**config.mk**
```make
export PLATFORM = sky130hd
export DESIGN_NAME = peripheral_uart_fifo_flat
export DESIGN_NICKNAME = d
export VERILOG_FILES = /design/src/rtl/peripheral_uart_fifo_if.sv /design/src/rtl/peripheral_uart_fifo.sv /design/src/flat_wrapper.sv
export SDC_FILE = /design/constraint.sdc
export NUM_CORES = 1
export LEC_CHECK = 0
export CAP_MARGIN = 0
export CORE_UTILIZATION = 40
export CTS_CLUSTER_DIAMETER = 120
export DETAILED_ROUTE_END_ITERATION = 8
export GPL_TIMING_DRIVEN = 1
export PLACE_DENSITY_LB_ADDON = 0.12
export SETUP_SLACK_MARGIN = 0.3
export SYNTH_ARGS = -nofsm -noshare
export SYNTH_HDL_FRONTEND = slang
export SYNTH_SLANG_ARGS = --single-unit
```
**constraint.sdc**
```tcl
create_clock -name clk -period 6.25 [get_ports clk]
set_input_delay 0.625 -clock clk [delete_from_list [all_inputs] [get_ports clk]]
set_output_delay 0.625 -clock clk [all_outputs]
set_load 0.02 [all_outputs]
```
**src/rtl/peripheral_uart_fifo_if.sv**
```systemverilog
// J1 I/O bus slot as seen by a memory-mapped peripheral.
interface peripheral_uart_fifo_if;
    logic        cs;
    logic [3:0]  addr;
    logic        rd;
    logic        wr;
    logic [15:0] d_in;
    logic [15:0] d_out;

    modport master (output cs, addr, rd, wr, d_in, input d_out);
    modport slave  (input cs, addr, rd, wr, d_in, output d_out);
endinterface

```
**src/rtl/peripheral_uart_fifo.sv**
```systemverilog
// FIFO-buffered 8N1 UART peripheral on the J1 I/O bus: TX/RX FIFOs, runtime baud divisor,
// sticky error flags and a level IRQ.
module peripheral_uart_fifo_buf #(
    parameter int AW = 4
) (
    input  logic       clk,
    input  logic       rst,
    input  logic       push,
    input  logic       pop,
    input  logic [7:0] wdata,
    output logic [7:0] rdata,
    output logic       full,
    output logic       empty,
    output logic       push_ok
);
    localparam logic [AW:0] DEPTH_V = {1'b1, {AW{1'b0}}};

    logic [7:0]    mem_r [2**AW];
    logic [AW-1:0] wr_ptr_r;
    logic [AW-1:0] rd_ptr_r;
    logic [AW:0]   count_r;
    logic          pop_ok_s;

    assign full     = (count_r == DEPTH_V);
    assign empty    = (count_r == '0);
    assign pop_ok_s = pop & ~empty;
    // A pop frees the slot the same cycle, so push into a full FIFO succeeds when paired with a pop.
    assign push_ok  = push & (~full | pop_ok_s);
    assign rdata    = mem_r[rd_ptr_r];

    // Storage write port
    always_ff @(posedge clk) begin
        if (push_ok) begin
            mem_r[wr_ptr_r] <= wdata;
        end
    end

    // Pointers and occupancy count
    always_ff @(posedge clk) begin
        if (rst) begin
            wr_ptr_r <= '0;
            rd_ptr_r <= '0;
            count_r  <= '0;
        end else begin
            if (push_ok) begin
                wr_ptr_r <= wr_ptr_r + 1'b1;
            end
            if (pop_ok_s) begin
                rd_ptr_r <= rd_ptr_r + 1'b1;
            end
            case ({push_ok, pop_ok_s})
                2'b10:   count_r <= count_r + 1'b1;
                2'b01:   count_r <= count_r - 1'b1;
                default: count_r <= count_r;
            endcase
        end
    end
endmodule

module peripheral_uart_fifo #(
    parameter int FIFO_AW     = 4,
    parameter int DIV_W       = 16,
    parameter int DEFAULT_DIV = 26
) (
    input  logic                   clk,
    input  logic                   rst,
    peripheral_uart_fifo_if.slave  bus,
    output logic                   uart_tx,
    input  logic                   uart_rxd,
    output logic                   irq
);
    typedef enum logic [1:0] {ST_IDLE = 2'd0, ST_START = 2'd1, ST_DATA = 2'd2, ST_STOP = 2'd3} uart_state_e;

    localparam logic [3:0]       ADDR_DATA   = 4'h0;
    localparam logic [3:0]       ADDR_STATUS = 4'h2;
    localparam logic [3:0]       ADDR_CTRL   = 4'h4;
    localparam logic [3:0]       ADDR_BAUD   = 4'h6;
    localparam logic [DIV_W-1:0] DIV_RESET   = DIV_W'(DEFAULT_DIV);

    logic             rd_s, wr_s, tick_s, w1c_s;
    logic [2:0]       ctrl_r;
    logic [DIV_W-1:0] baud_r, tick_cnt_r;
    logic             rx_overrun_r, frame_err_r, tx_overflow_r, irq_r;
    logic [15:0]      d_out_r, rdata_s;
    logic [7:0]       status_s;
    logic             tx_busy_s;

    logic             tx_push_s, tx_pop_s, tx_full_s, tx_empty_s, tx_push_ok_s;
    logic [7:0]       tx_rdata_s;
    logic             rx_push_s, rx_pop_s, rx_full_s, rx_empty_s, rx_push_ok_s;
    logic [7:0]       rx_rdata_s;

    uart_state_e      tx_state_r, rx_state_r;
    logic [3:0]       tx_sub_r, rx_sub_r;
    logic [2:0]       tx_bit_r, rx_bit_r;
    logic [7:0]       tx_shift_r, rx_shift_r;
    logic             tx_line_r;
    logic             rx_sync1_r, rx_sync2_r, rx_prev_r, rx_stop_s;

    assign rd_s      = bus.cs & bus.rd;
    assign wr_s      = bus.cs & bus.wr;
    assign w1c_s     = wr_s & (bus.addr == ADDR_STATUS);
    assign tick_s    = (tick_cnt_r == baud_r);
    assign tx_push_s = wr_s & (bus.addr == ADDR_DATA);
    assign rx_pop_s  = rd_s & (bus.addr == ADDR_DATA);
    // The next byte is taken either from IDLE or on the last tick of STOP, giving gapless frames.
    assign tx_pop_s  = tick_s & ~tx_empty_s &
                       ((tx_state_r == ST_IDLE) | ((tx_state_r == ST_STOP) & (tx_sub_r == 4'd15)));
    assign rx_stop_s = (rx_state_r == ST_STOP) & tick_s & (rx_sub_r == 4'd15);
    assign rx_push_s = rx_stop_s & rx_sync2_r;
    assign tx_busy_s = (tx_state_r != ST_IDLE) | ~tx_empty_s;
    assign status_s  = {tx_overflow_r, tx_busy_s, frame_err_r, rx_overrun_r,
                        rx_full_s, ~rx_empty_s, tx_empty_s, tx_full_s};

    assign bus.d_out = d_out_r;
    assign uart_tx   = tx_line_r;
    assign irq       = irq_r;

    peripheral_uart_fifo_buf #(.AW(FIFO_AW)) u_tx_fifo (
        .clk(clk), .rst(rst), .push(tx_push_s), .pop(tx_pop_s), .wdata(bus.d_in[7:0]),
        .rdata(tx_rdata_s), .full(tx_full_s), .empty(tx_empty_s), .push_ok(tx_push_ok_s)
    );

    peripheral_uart_fifo_buf #(.AW(FIFO_AW)) u_rx_fifo (
        .clk(clk), .rst(rst), .push(rx_push_s), .pop(rx_pop_s), .wdata(rx_shift_r),
        .rdata(rx_rdata_s), .full(rx_full_s), .empty(rx_empty_s), .push_ok(rx_push_ok_s)
    );

    // Read data mux; unmapped addresses read zero
    always_comb begin
        rdata_s = 16'h0000;
        case (bus.addr)
            ADDR_DATA: begin
                if (!rx_empty_s) rdata_s = {8'h00, rx_rdata_s};
                else             rdata_s = 16'h0000;
            end
            ADDR_STATUS: rdata_s = {8'h00, status_s};
            ADDR_CTRL:   rdata_s = {13'h0000, ctrl_r};
            ADDR_BAUD:   rdata_s = 16'(baud_r);
            default:     rdata_s = 16'h0000;
        endcase
    end

    // Register file, sticky flags (set beats clear), read data and IRQ
    always_ff @(posedge clk) begin
        if (rst) begin
            d_out_r       <= 16'h0000;
            ctrl_r        <= 3'b000;
            baud_r        <= DIV_RESET;
            rx_overrun_r  <= 1'b0;
            frame_err_r   <= 1'b0;
            tx_overflow_r <= 1'b0;
            irq_r         <= 1'b0;
        end else begin
            if (rd_s) d_out_r <= rdata_s;
            if (wr_s && bus.addr == ADDR_CTRL) ctrl_r <= bus.d_in[2:0];
            if (wr_s && bus.addr == ADDR_BAUD) baud_r <= bus.d_in[DIV_W-1:0];
            rx_overrun_r  <= (rx_push_s & ~rx_push_ok_s) | (rx_overrun_r & ~(w1c_s & bus.d_in[4]));
            frame_err_r   <= (rx_stop_s & ~rx_sync2_r) | (frame_err_r & ~(w1c_s & bus.d_in[5]));
            tx_overflow_r <= (tx_push_s & ~tx_push_ok_s) | (tx_overflow_r & ~(w1c_s & bus.d_in[7]));
            irq_r <= (ctrl_r[0] & ~rx_empty_s) |
                     (ctrl_r[1] & tx_empty_s & (tx_state_r == ST_IDLE)) |
                     (ctrl_r[2] & (rx_overrun_r | frame_err_r | tx_overflow_r));
        end
    end

    // Baud tick counter: counts 0..baud_r, restarted by a BAUD write
    always_ff @(posedge clk) begin
        if (rst || (wr_s && bus.addr == ADDR_BAUD)) tick_cnt_r <= '0;
        else if (tick_s)                            tick_cnt_r <= '0;
        else                                        tick_cnt_r <= tick_cnt_r + 1'b1;
    end

    // Transmit FSM, 16 ticks per bit
    always_ff @(posedge clk) begin
        if (rst) begin
            tx_state_r <= ST_IDLE;
            tx_sub_r   <= 4'd0;
            tx_bit_r   <= 3'd0;
            tx_shift_r <= 8'h00;
            tx_line_r  <= 1'b1;
        end else begin
            case (tx_state_r)
                ST_IDLE: begin
                    tx_line_r <= 1'b1;
                    if (tx_pop_s) begin
                        tx_shift_r <= tx_rdata_s;
                        tx_state_r <= ST_START;
                        tx_line_r  <= 1'b0;
                        tx_sub_r   <= 4'd0;
                    end
                end
                ST_START: if (tick_s) begin
                    if (tx_sub_r == 4'd15) begin
                        tx_state_r <= ST_DATA;
                        tx_line_r  <= tx_shift_r[0];
                        tx_sub_r   <= 4'd0;
                        tx_bit_r   <= 3'd0;
                    end else tx_sub_r <= tx_sub_r + 4'd1;
                end
                ST_DATA: if (tick_s) begin
                    if (tx_sub_r == 4'd15) begin
                        tx_sub_r <= 4'd0;
                        if (tx_bit_r == 3'd7) begin
                            tx_state_r <= ST_STOP;
                            tx_line_r  <= 1'b1;
                        end else begin
                            tx_bit_r   <= tx_bit_r + 3'd1;
                            tx_shift_r <= {1'b0, tx_shift_r[7:1]};
                            tx_line_r  <= tx_shift_r[1];
                        end
                    end else tx_sub_r <= tx_sub_r + 4'd1;
                end
                ST_STOP: if (tick_s) begin
                    if (tx_sub_r == 4'd15) begin
                        tx_sub_r <= 4'd0;
                        if (tx_pop_s) begin
                            tx_shift_r <= tx_rdata_s;
                            tx_state_r <= ST_START;
                            tx_line_r  <= 1'b0;
                        end else tx_state_r <= ST_IDLE;
                    end else tx_sub_r <= tx_sub_r + 4'd1;
                end
                default: begin
                    tx_state_r <= ST_IDLE;
                    tx_line_r  <= 1'b1;
                end
            endcase
        end
    end

    // Two-flop synchroniser plus previous-sample flop for start-edge detection
    always_ff @(posedge clk) begin
        if (rst) begin
            rx_sync1_r <= 1'b1;
            rx_sync2_r <= 1'b1;
            rx_prev_r  <= 1'b1;
        end else begin
            rx_sync1_r <= uart_rxd;
            rx_sync2_r <= rx_sync1_r;
            rx_prev_r  <= rx_sync2_r;
        end
    end

    // Receive FSM: half-bit start check, then mid-bit sampling every 16 ticks
    always_ff @(posedge clk) begin
        if (rst) begin
            rx_state_r <= ST_IDLE;
            rx_sub_r   <= 4'd0;
            rx_bit_r   <= 3'd0;
            rx_shift_r <= 8'h00;
        end else begin
            case (rx_state_r)
                ST_IDLE: if (rx_prev_r && !rx_sync2_r) begin
                    rx_state_r <= ST_START;
                    rx_sub_r   <= 4'd0;
                end
                ST_START: if (tick_s) begin
                    if (rx_sub_r == 4'd7) begin
                        rx_sub_r <= 4'd0;
                        rx_bit_r <= 3'd0;
                        rx_state_r <= rx_sync2_r ? ST_IDLE : ST_DATA;
                    end else rx_sub_r <= rx_sub_r + 4'd1;
                end
                ST_DATA: if (tick_s) begin
                    if (rx_sub_r == 4'd15) begin
                        rx_sub_r   <= 4'd0;
                        rx_shift_r <= {rx_sync2_r, rx_shift_r[7:1]};
                        if (rx_bit_r == 3'd7) rx_state_r <= ST_STOP;
                        else                  rx_bit_r   <= rx_bit_r + 3'd1;
                    end else rx_sub_r <= rx_sub_r + 4'd1;
                end
                ST_STOP: if (tick_s) begin
                    if (rx_sub_r == 4'd15) begin
                        rx_sub_r   <= 4'd0;
                        rx_state_r <= ST_IDLE;
                    end else rx_sub_r <= rx_sub_r + 4'd1;
                end
                default: rx_state_r <= ST_IDLE;
            endcase
        end
    end
endmodule
```
**src/flat_wrapper.sv**
```systemverilog
// flat-port wrapper written by rule: the top's interface ports become plain ports
module peripheral_uart_fifo_flat 
#(
    parameter int FIFO_AW     = 4,
    parameter int DIV_W       = 16,
    parameter int DEFAULT_DIV = 26
)
  (clk, rst, uart_tx, uart_rxd, irq, bus_cs, bus_addr, bus_rd, bus_wr, bus_d_in, bus_d_out);
  peripheral_uart_fifo_if bus_i ();
  input  logic clk;
  input  logic rst;
  output logic uart_tx;
  input  logic uart_rxd;
  output logic irq;
  input wire logic [$bits(bus_i.cs)-1:0] bus_cs;
  input wire logic [$bits(bus_i.addr)-1:0] bus_addr;
  input wire logic [$bits(bus_i.rd)-1:0] bus_rd;
  input wire logic [$bits(bus_i.wr)-1:0] bus_wr;
  input wire logic [$bits(bus_i.d_in)-1:0] bus_d_in;
  output wire logic [$bits(bus_i.d_out)-1:0] bus_d_out;
  assign bus_i.cs = bus_cs;
  assign bus_i.addr = bus_addr;
  assign bus_i.rd = bus_rd;
  assign bus_i.wr = bus_wr;
  assign bus_i.d_in = bus_d_in;
  assign bus_d_out = bus_i.d_out;
  peripheral_uart_fifo #(.FIFO_AW(FIFO_AW), .DIV_W(DIV_W), .DEFAULT_DIV(DEFAULT_DIV)) u_core (.clk(clk), .rst(rst), .bus(bus_i), .uart_tx(uart_tx), .uart_rxd(uart_rxd), .irq(irq));
endmodule
```
==> results of run 1 <==
## worst max-delay path, cell delays in order
cell	delay (ns)
clkdlybuf4s50_1	0.77
nor4_4	0.69
nand3_2	0.25
a211oi_4	0.49
nand2_1	0.29
nor3_1	0.95
## cells in the final DEF, fill, tap and decap left out, types with 4 or more instances in the layout
cell,instances
a211oi_1,14
a21oi_1,36
a22oi_1,16
a311oi_1,8
and3_1,6
buf_4,9
bufinv_16,5
clkbuf_1,16
clkbuf_16,43
clkdlybuf4s50_1,42
dfxtp_1,125
edfxtp_1,256
ha_1,25
inv_1,12
mux2i_1,29
mux4_2,80
nand2_1,73
nand2b_1,14
nand3_1,21
nand3b_1,6
nand4_1,7
nor2_1,142
nor3_1,22
nor3b_1,4
nor4_1,5
o21ai_0,7
or2_2,7
or3_1,7
xnor2_1,11
xor2_1,41
## routing by layer
metal	vias up	global-route usage	routed length, microns
met5	-	0	0
met4	0	0.04607	613
met1	4445	0.2572	16540
met3	42	0.03360	1563
met2	175	0.2781	16080
li1	4185	-	-
## power by group through the flow
stage	clock network [mW]	registers (mW)	logic, mW
2_1_floorplan	0	2.76	0.115
3_3_place_gp	0	2.76	0.186
3_5_place_dp	0	2.76	0.185
4_1_cts	2.56	2.71	0.187
5_1_grt	2.66	2.71	0.203
6_report	2.49	2.71	0.184
## how the worst max path moves through the flow
stage	from	end	slack, ns	cells past startpoint
2_1_floorplan	bus_addr[2]	u_core.u_rx_fifo.mem_r[3][0]	3.34	6
3_3_place_gp	bus_addr[2]	u_core.u_rx_fifo.mem_r[3][6]	1.92	6
6_report	bus_addr[2]	u_core.u_rx_fifo.mem_r[3][6]	2.33	6
3_5_place_dp	bus_addr[2]	u_core.u_rx_fifo.mem_r[3][6]	1.81	6
4_1_cts	u_core.tick_cnt_r[12]	u_core.u_rx_fifo.mem_r[3][6]	2.35	6
5_1_grt	u_core.tick_cnt_r[5]	u_core.u_rx_fifo.mem_r[3][6]	2.06	6
## flip-flops by register name, indices dropped and copies added, names as in the netlist, 5 cells and up, named ones only
name	flops
u_core.u_rx_fifo.mem_r	128
u_core.rx_shift_r	8
u_core.tx_shift_r	8
u_core.u_rx_fifo.count_r	5
u_core.tick_cnt_r	16
u_core.u_tx_fifo.mem_r	128
u_core.bus.d_out	16
u_core.u_tx_fifo.count_r	5
u_core.baud_r	16
## Yosys cell counts (4+ instances only)
master    count
mux4_2       80
a211oi_1     14
a21oi_1      36
mux2i_1      29
nand4_1       7
a311oi_1      8
a22oi_1      16
inv_1        12
nand3_1      21
clkbuf_1     33
xnor2_1      11
nand2b_1     14
xor2_1       41
or2_2         7
nand2_1      73
and3_1        6
nor2_1      142
edfxtp_1    256
or3_1         7
nand3b_1      6
buf_2        10
buf_1         4
ha_1         25
dfxtp_1     127
nor3_1       22
nor4_1        5
o21ai_0       7
buf_6         4
nor3b_1       4
## layout make-up
cell class / instances / area share
Inverter: 12 / 0.002494
Clock inverter: 15 / 0.01240
Multi-Input combinational cell: 633 / 0.2906
Sequential cell: 383 / 0.5665
Clock buffer: 62 / 0.06518
Timing Repair Buffer: 51 / 0.02701
Tap cell: 518 / 0.03588
## logic make-up after synthesis
| family | count (synthesis) | synth area share |
|---|---|---|
| AOI/OAI and AO/OA | 112 | 0.05146 |
| xor gates and xnor gates | 52 | 0.02882 |
| adders and majority gates | 25 | 0.01979 |
| buffers and inverters | 68 | 0.02058 |
| DFF | 383 | 0.6473 |
| muxes | 111 | 0.1338 |
| and+or+nand+nor | 333 | 0.09825 |
## per-stage QoR
step / total power [mW] / hold WS (ns) / setup slack (ns)
2_1_floorplan: 2.877 / 0.3895 / 3.341
3_3_place_gp: 2.945 / 0.4583 / 1.920
3_5_place_dp: 2.944 / 0.4483 / 1.806
4_1_cts: 5.453 / 0.4737 / 2.348
5_1_grt: 5.565 / 0.4870 / 2.060
6_report: 5.382 / 0.4727 / 2.333
==> results.cfg, run 1 <==
[status]
status = completed

[synthesis]
synth_fp_nets = 1135
ys.warnings.count = 0
yosys_most_used_dff = edfxtp_1
synth_area_sq_um = 15800
yosysSeqAreaShare = 0.6473
syn_inst = 1084
synth_top_area_frac = 0.4864
ys_ff_latch = 383
avgSynthCellArea_sq_um = 14.58
synth_edf_count = 256
ys_types = 70
async_flop_share = 0
synth_area_leaders = edfxtp_1, dfxtp_1, mux4_2
yosysTopAreaCell = edfxtp_1

[sta]
max_freq_mhz = 255.3
period_share = 0.6267
tightest_slew_ns = 1.201
rsz0062_at_grt = false
finalCriticalPeriod_ns = 3.917
slew_violations = 0
slew_headroom = 0.1929
fin_skew_ns = 0.02189
final.setup.tns_ns = 0
hold_viol_final = 0
setup_violations = 0

[grt]
overflow = 0
antenna_found_initial = 0
grt_pass1_wl_microns = 54540
grt_max_degree = 65
first_global_vias = 9008
grtUsageTotal = 0.1785

[power]
p_int_mw = 4.282
p_seq_frac = 0.503
vdd.ir_drop.worst_mv = 0.2363
power_density_nw_per_um2 = 298.0
swShare = 0.2045
clkPwrFrac = 0.463
switchingPower_mw = 1.101
p_leak_nw = 5.939
power_frac_comb = 0.034

[place]
placed_area_sq_um = 16660
port_buffers = 43
gp_congestion = 0.7906
hpwl_microns = 22700
place_inst = 1597

[die]
start_util = 0.4070
die_h_microns = 200.8
die_area_sq_um = 40310
core-area_sq_um = 38830
ios = 44
rows = 72
die_w_microns = 200.8

[critical_path]
start_kind = input pin
rrSetupSlack_ns = 2.37
cp_data_required_time_ns = 6.41
arrival_ns = 4.08
crit_type = in2reg
r2r_cells = 6
reg2reg_to = u_core.u_rx_fifo.mem_r[3][6]
end_kind = register
r2r-start = u_core.baud_r[11]
path_max_fanout = 18

[clocking]
cts.sinks = 383
root_buffer = clkbuf_16
cts_tree = done
ctsResizeCount = 0
cts_max_level = 2
clkTransAtPathRegs_ns = 0.06
cts_hold_buf = 0
clk_latency_ns = 0.56
numCtsBuffers = 42
cts_buffer_depth = 3
post_cts_buffers = 0

[drt]
firstDrtPassIters = 4
post_drt_wl_per_cell_microns = 20.79
drc_errors = 0
via_per_inst = 5.285
routed_wl_microns = 34800
num_vias = 8847
ant_nets = 0
drtIter0Drc = 577

[hold_path]
hold_end = u_core.rx_sync2_r
whs_path_depth = 1
hold_start = u_core.rx_sync1_r
hp-class = reg2reg

[finish]
final_cells = 1674
drive_above_1_share = 0.1514
diodes = 0
nFillCells = 3415
area.growth.synth_to_final_pct = 14.30
num-nets-final = 1174
final_util = 0.4652
final_area_sq_um = 18060
final-seq-area_sq_um = 10230
multi_input_area_sq_um = 5249

[job]
drv_cap = 0
(Power assumes the default switching activity.)
==> run 2, diff against run 1 <==
==> constraint.sdc (replaced) <==
create_clock -name clk -period 3.8 [get_ports clk]
set_input_delay 0.38 -clock clk [delete_from_list [all_inputs] [get_ports clk]]
set_output_delay 0.38 -clock clk [all_outputs]
set_load 0.02 [all_outputs]
==> run 2 against run 1 <==
Effect of this change: final cell count up 2.3%; count of clock-buffer cells in the layout down 1; register-to-register slack worse by 1.6 ns; setup slack worse by 1.5 ns; via count up 2.1%; clock skew up 0.0038 ns; combinational power up 65%; critical path type is now reg2reg; critical path depth up 5; die area unchanged; clock power up 66%.
==> results.cfg, run 2 (synthesis results as in run 1) <==
[die]
ios = 44
core-area_sq_um = 38830
die_area_sq_um = 40310
rows = 72
die_h_microns = 200.8
die_w_microns = 200.8
start_util = 0.4070

[drt]
firstDrtPassIters = 7
via_per_inst = 5.278
num_vias = 9036
drtIter0Drc = 538
drc_errors = 0
routed_wl_microns = 34820
ant_nets = 0
post_drt_wl_per_cell_microns = 20.34

[grt]
first_global_vias = 9016
grt_pass1_wl_microns = 54200
overflow = 0
antenna_found_initial = 0
grt_max_degree = 58
grtUsageTotal = 0.1769

[place]
gp_congestion = 0.8216
port_buffers = 43
dpl_worst_slack_ns = 0.4922
hpwl_microns = 23030
place_inst = 1635

[critical_path]
cp_data_required_time_ns = 4.23
path_max_fanout = 9
reg2reg_to = u_core.u_rx_fifo.count_r[4]
arrival_ns = 3.42
start_kind = register
r2r_cells = 11
rrSetupSlack_ns = 0.81
r2r-start = u_core.baud_r[11]
end_kind = register
crit_type = reg2reg
startpoint = u_core.baud_r[11]

[hold_path]
hold_end = u_core.tx_state_r[1]
hold_start = rst
hp-class = in2reg
whs_path_depth = 2

[finish]
multi_input_area_sq_um = 5249
nFillCells = 3398
final_cell_mix = edfxtp_1, nor2_1, dfxtp_1, mux4_2, nand2_1
final-seq-area_sq_um = 10230
final_cells = 1712
layout_commonest_cell = edfxtp_1
top_regs = u_core.u_rx_fifo.mem_r: 128 flops, u_core.u_tx_fifo.mem_r: 128 flops
area.growth.synth_to_final_pct = 16.27
drive_above_1_share = 0.1809
num-nets-final = 1212
diodes = 0

[clocking]
root_buffer = clkbuf_16
ctsResizeCount = 0
clkTransAtPathRegs_ns = 0.06
cts_hold_buf = 0
clk_latency_ns = 0.55
numCtsBuffers = 42
cts.sinks = 383
cts_max_level = 2
cts_buffer_depth = 3
post_cts_buffers = 0
cts_tree = done

[power]
vdd.ir_drop.worst_mv = 0.2919
p_leak_nw = 6.160
p_total_mw = 8.893
swShare = 0.2042
power_density_nw_per_um2 = 483.9
power_frac_comb = 0.034
p_int_mw = 7.076
switchingPower_mw = 1.816
p_seq_frac = 0.500
clkPwrFrac = 0.465

[sta]
tightest_slew_ns = 0.8257
max_freq_mhz = 334.8
period_share = 0.7861
setup_violations = 0
hold_viol_final = 0
fin_skew_ns = 0.02570
final.setup.tns_ns = 0
slew_violations = 0
timing.hold.ws_ns = 0.3261
slew_headroom = 0.4495
worst_slack_ns = 0.8130
finalCriticalPeriod_ns = 2.987
rsz0062_at_grt = false

[job]
drv_cap = 0

[status]
status = completed
==> run 2: how the worst max path moves through the flow <==
| stage | end | cells after the start |
|---|---|---|
| floorplan | u_core.u_tx_fifo.mem_r[1][0] | 8 |
| global placement | u_core.u_rx_fifo.mem_r[8][7] | 6 |
| detailed placement | u_core.u_rx_fifo.mem_r[12][1] | 6 |
| CTS | u_core.u_rx_fifo.count_r[4] | 11 |
| global route | u_core.u_rx_fifo.count_r[4] | 11 |
| finish | u_core.u_rx_fifo.count_r[4] | 11 |
==> run 2: power by group through the flow <==
stage	combinational, mW	sequential, mW	clock [mW]
after CTS	0.308	4.45	4.25
after global routing	0.337	4.45	4.42
final	0.304	4.45	4.14
after floorplan	0.189	4.54	0
after global placement	0.306	4.54	0
after detailed placement	0.307	4.54	0
==> run 2: worst max-delay path, cell delays in order, from the launching register on <==
cell,delay (ns)
dfxtp_1,0.34
xor2_1,0.19
nor4_1,0.38
and4_1,0.52
a31oi_2,0.23
xor2_1,0.19
ha_1,0.26
or3_1,0.32
a21oi_1,0.15
a22oi_1,0.09
xor2_1,0.15
nor2_1,0.05
==> run 2: layout make-up <==
type                    count  area share
repair buffers             89     0.04276
well taps                 518     0.03527
flip-flops and latches    383      0.5569
multi-input cells         633      0.2856
inverters                  12    0.002451
clock inverters            16    0.009737
clock buffers              61     0.06728
==> run 2: through the flow <==
step | utilization | instance area [sq um]
after global routing | 0.4733 | 18380
after detailed placement | 0.4368 | 16960
after CTS | 0.4733 | 18380
after global placement | 0.4368 | 16960
after floorplan | - | 15800
final | 0.4733 | 18380
==> run 2: metal layers <==
metal | vias up | wire, microns | GRT usage
li1 | 4251 | - | -
met4 | 0 | 578 | 0.04662
met3 | 43 | 1657 | 0.03847
met5 | - | 0 | 0
met2 | 178 | 16230 | 0.2757
met1 | 4564 | 16360 | 0.2511
==> run 3, diff against run 2 <==
==> constraint.sdc (replaced) <==
create_clock -name clk -period 2.7 [get_ports clk]
set_input_delay 0.27 -clock clk [delete_from_list [all_inputs] [get_ports clk]]
set_output_delay 0.27 -clock clk [all_outputs]
set_load 0.02 [all_outputs]
==> run 3 against run 2 <==
Effect of this change: power is 41% higher; register-to-register slack got worse by 0.65 ns; via count increased by 3.4%; final cell count up 5.0%; maximum frequency increased by 18%; non-clock buffer count up 85; global-route usage is 0.88 points higher; critical path type unchanged.
==> results.cfg, run 3 (synthesis results as in run 1) <==
[sta]
rsz0062_at_grt = true
period_share = 0.9395
max_freq_mhz = 394.2
slew_violations = 0
fin_skew_ns = 0.02162
slew_headroom = 0.4139
finalCriticalPeriod_ns = 2.537
tightest_slew_ns = 0.8780
hold_viol_final = 0
setup_violations = 0

[place]
place_inst = 1692
hpwl_microns = 24020
port_buffers = 43
gp_congestion = 0.8118

[grt]
antenna_found_initial = 0
use_met3 = 0.03701
grt_max_degree = 63
grt_use_met1 = 0.2591
first_global_vias = 9480
gr-max-usage-layer = met2
grtUsageTotal = 0.1857
grt_pass1_wl_microns = 56470
overflow = 0
met2_usage = 0.2959

[critical_path]
crit_chain = xor2_1 > nor4_2 > buf_4 > and4_4 > a31oi_4 > xor2_1 > ha_2 > or3_4 > a21oi_2 > a22oi_2 > xor2_1 > nor2_1
crit_path_frequent_cell = xor2_1
arrival_ns = 2.94
end_kind = register
slowest_delay_ns = 0.34
crit_type = reg2reg
path_max_fanout = 3
start_kind = register
slowest_stage = or3_4
cp_data_required_time_ns = 3.11

[finish]
layout_commonest_cell = edfxtp_1
area.growth.synth_to_final_pct = 25.37
top_regs = u_core.u_rx_fifo.mem_r: 128 flops, u_core.u_tx_fifo.mem_r: 128 flops
diodes = 0
final_cell_mix = edfxtp_1, nor2_1, dfxtp_1, buf_4, mux4_2
num-nets-final = 1297
final_cells = 1797
drive_above_1_share = 0.2940

[die]
rows = 72
die_h_microns = 200.8
core-area_sq_um = 38830
ios = 44
start_util = 0.4070
die_area_sq_um = 40310
die_w_microns = 200.8

[drt]
num_vias = 9342
drtIter0Drc = 543
post_drt_wl_per_cell_microns = 20.36
via_per_inst = 5.199
ant_nets = 0
firstDrtPassIters = 5
drc_errors = 0
routed_wl_microns = 36580

[clocking]
root_buffer = clkbuf_16
cts_tree = done
clkTransAtPathRegs_ns = 0.06
cts.sinks = 383
clk_latency_ns = 0.56
cts_max_level = 2
cts_buffer_depth = 3
numCtsBuffers = 42

[power]
p_leak_nw = 6.731
clkPwrFrac = 0.462
p_total_mw = 12.53
switchingPower_mw = 2.579
swShare = 0.2058
power_density_nw_per_um2 = 632.5
vdd.ir_drop.worst_mv = 0.4208
power_frac_comb = 0.038
p_int_mw = 9.953
p_seq_frac = 0.500

[hold_path]
hp-class = in2reg

[status]
status = completed

[job]
drv_cap = 0
run 3: cell types whose count changed in the layout (fill, tap and decap cells not counted), sizes merged:
| cell | change |
|---|---|
| clkbuf | -2 |
| buf | +85 |
| inv | +1 |
| clkinv | +1 |
run 3: per-stage QoR:
step | hold slack (ns) | instance area, sq um | setup TNS (ns) | utilization | setup WS [ns]
CTS | 0.2170 | 19340 | 0 | 0.4982 | 0.1999
finish | 0.2340 | 19810 | 0 | 0.5103 | 0.1633
detailed placement | 0.3947 | 17680 | -8.999 | 0.4554 | -0.1178
global route | 0.2634 | 19810 | 0 | 0.5103 | 0.04118
floorplan | 0.3689 | 15940 | 0 | - | 0.1426
global placement | 0.3935 | 17680 | -6.793 | 0.4554 | -0.1008
run 3: critical path: cells and delay by family (launching register included):
kind	cells	cell delay, ns
buffers and inverters	1	0.16
AO/OA/AOI/OAI	3	0.35
adder cells (fa/ha/maj)	1	0.19
flip-flops	1	0.33
AND/OR/NAND/NOR	4	0.91
XOR/XNOR	3	0.46
run 3: layout make-up:
type / count / area (sq um)
clock inverter: 18 / 196.4
multi-input combinational: 633 / 5743
clock buffer: 59 / 1217
tap: 518 / 648.1
sequential: 383 / 10240
inverter: 12 / 45.04
fill: 3298 / 19010
timing repair buffer: 174 / 1719
run 3: power groups by stage:
| stage | Sequential (mW) | Combinational [mW] | Clock [mW] |
|---|---|---|---|
| 6_report | 6.26 | 0.476 | 5.80 |
| 5_1_grt | 6.26 | 0.522 | 6.20 |
| 4_1_cts | 6.26 | 0.474 | 5.97 |
| 3_5_place_dp | 6.38 | 0.461 | 0 |
| 3_3_place_gp | 6.38 | 0.459 | 0 |
| 2_1_floorplan | 6.39 | 0.269 | 0 |
run 3: worst paths after layout:
path         slack, ns  cells past startpoint                           to         startpoint
max               0.16                     12  u_core.u_rx_fifo.count_r[4]   u_core.baud_r[8]
min               0.23                      2         u_core.bus.d_out[15]                rst
max reg2reg       0.16                     12  u_core.u_rx_fifo.count_r[4]   u_core.baud_r[8]
min reg2reg       0.41                      1            u_core.rx_sync2_r  u_core.rx_sync1_r
run 3: layer usage:
| layer | vias up | share of wire |
|---|---|---|
| met5 | - | 0 |
| met3 | 56 | 0.052 |
| met4 | 0 | 0.020 |
| met1 | 4650 | 0.45 |
| met2 | 221 | 0.48 |
| li1 | 4415 | - |
run 3: what timing repair did:
item	4_1_cts	5_1_grt
endpoints found under the setup margin	242	288
resized for setup	22	87
pin swaps	11	28
gates cloned	1	0
hold buffers	0	0
setup buffers	14	13
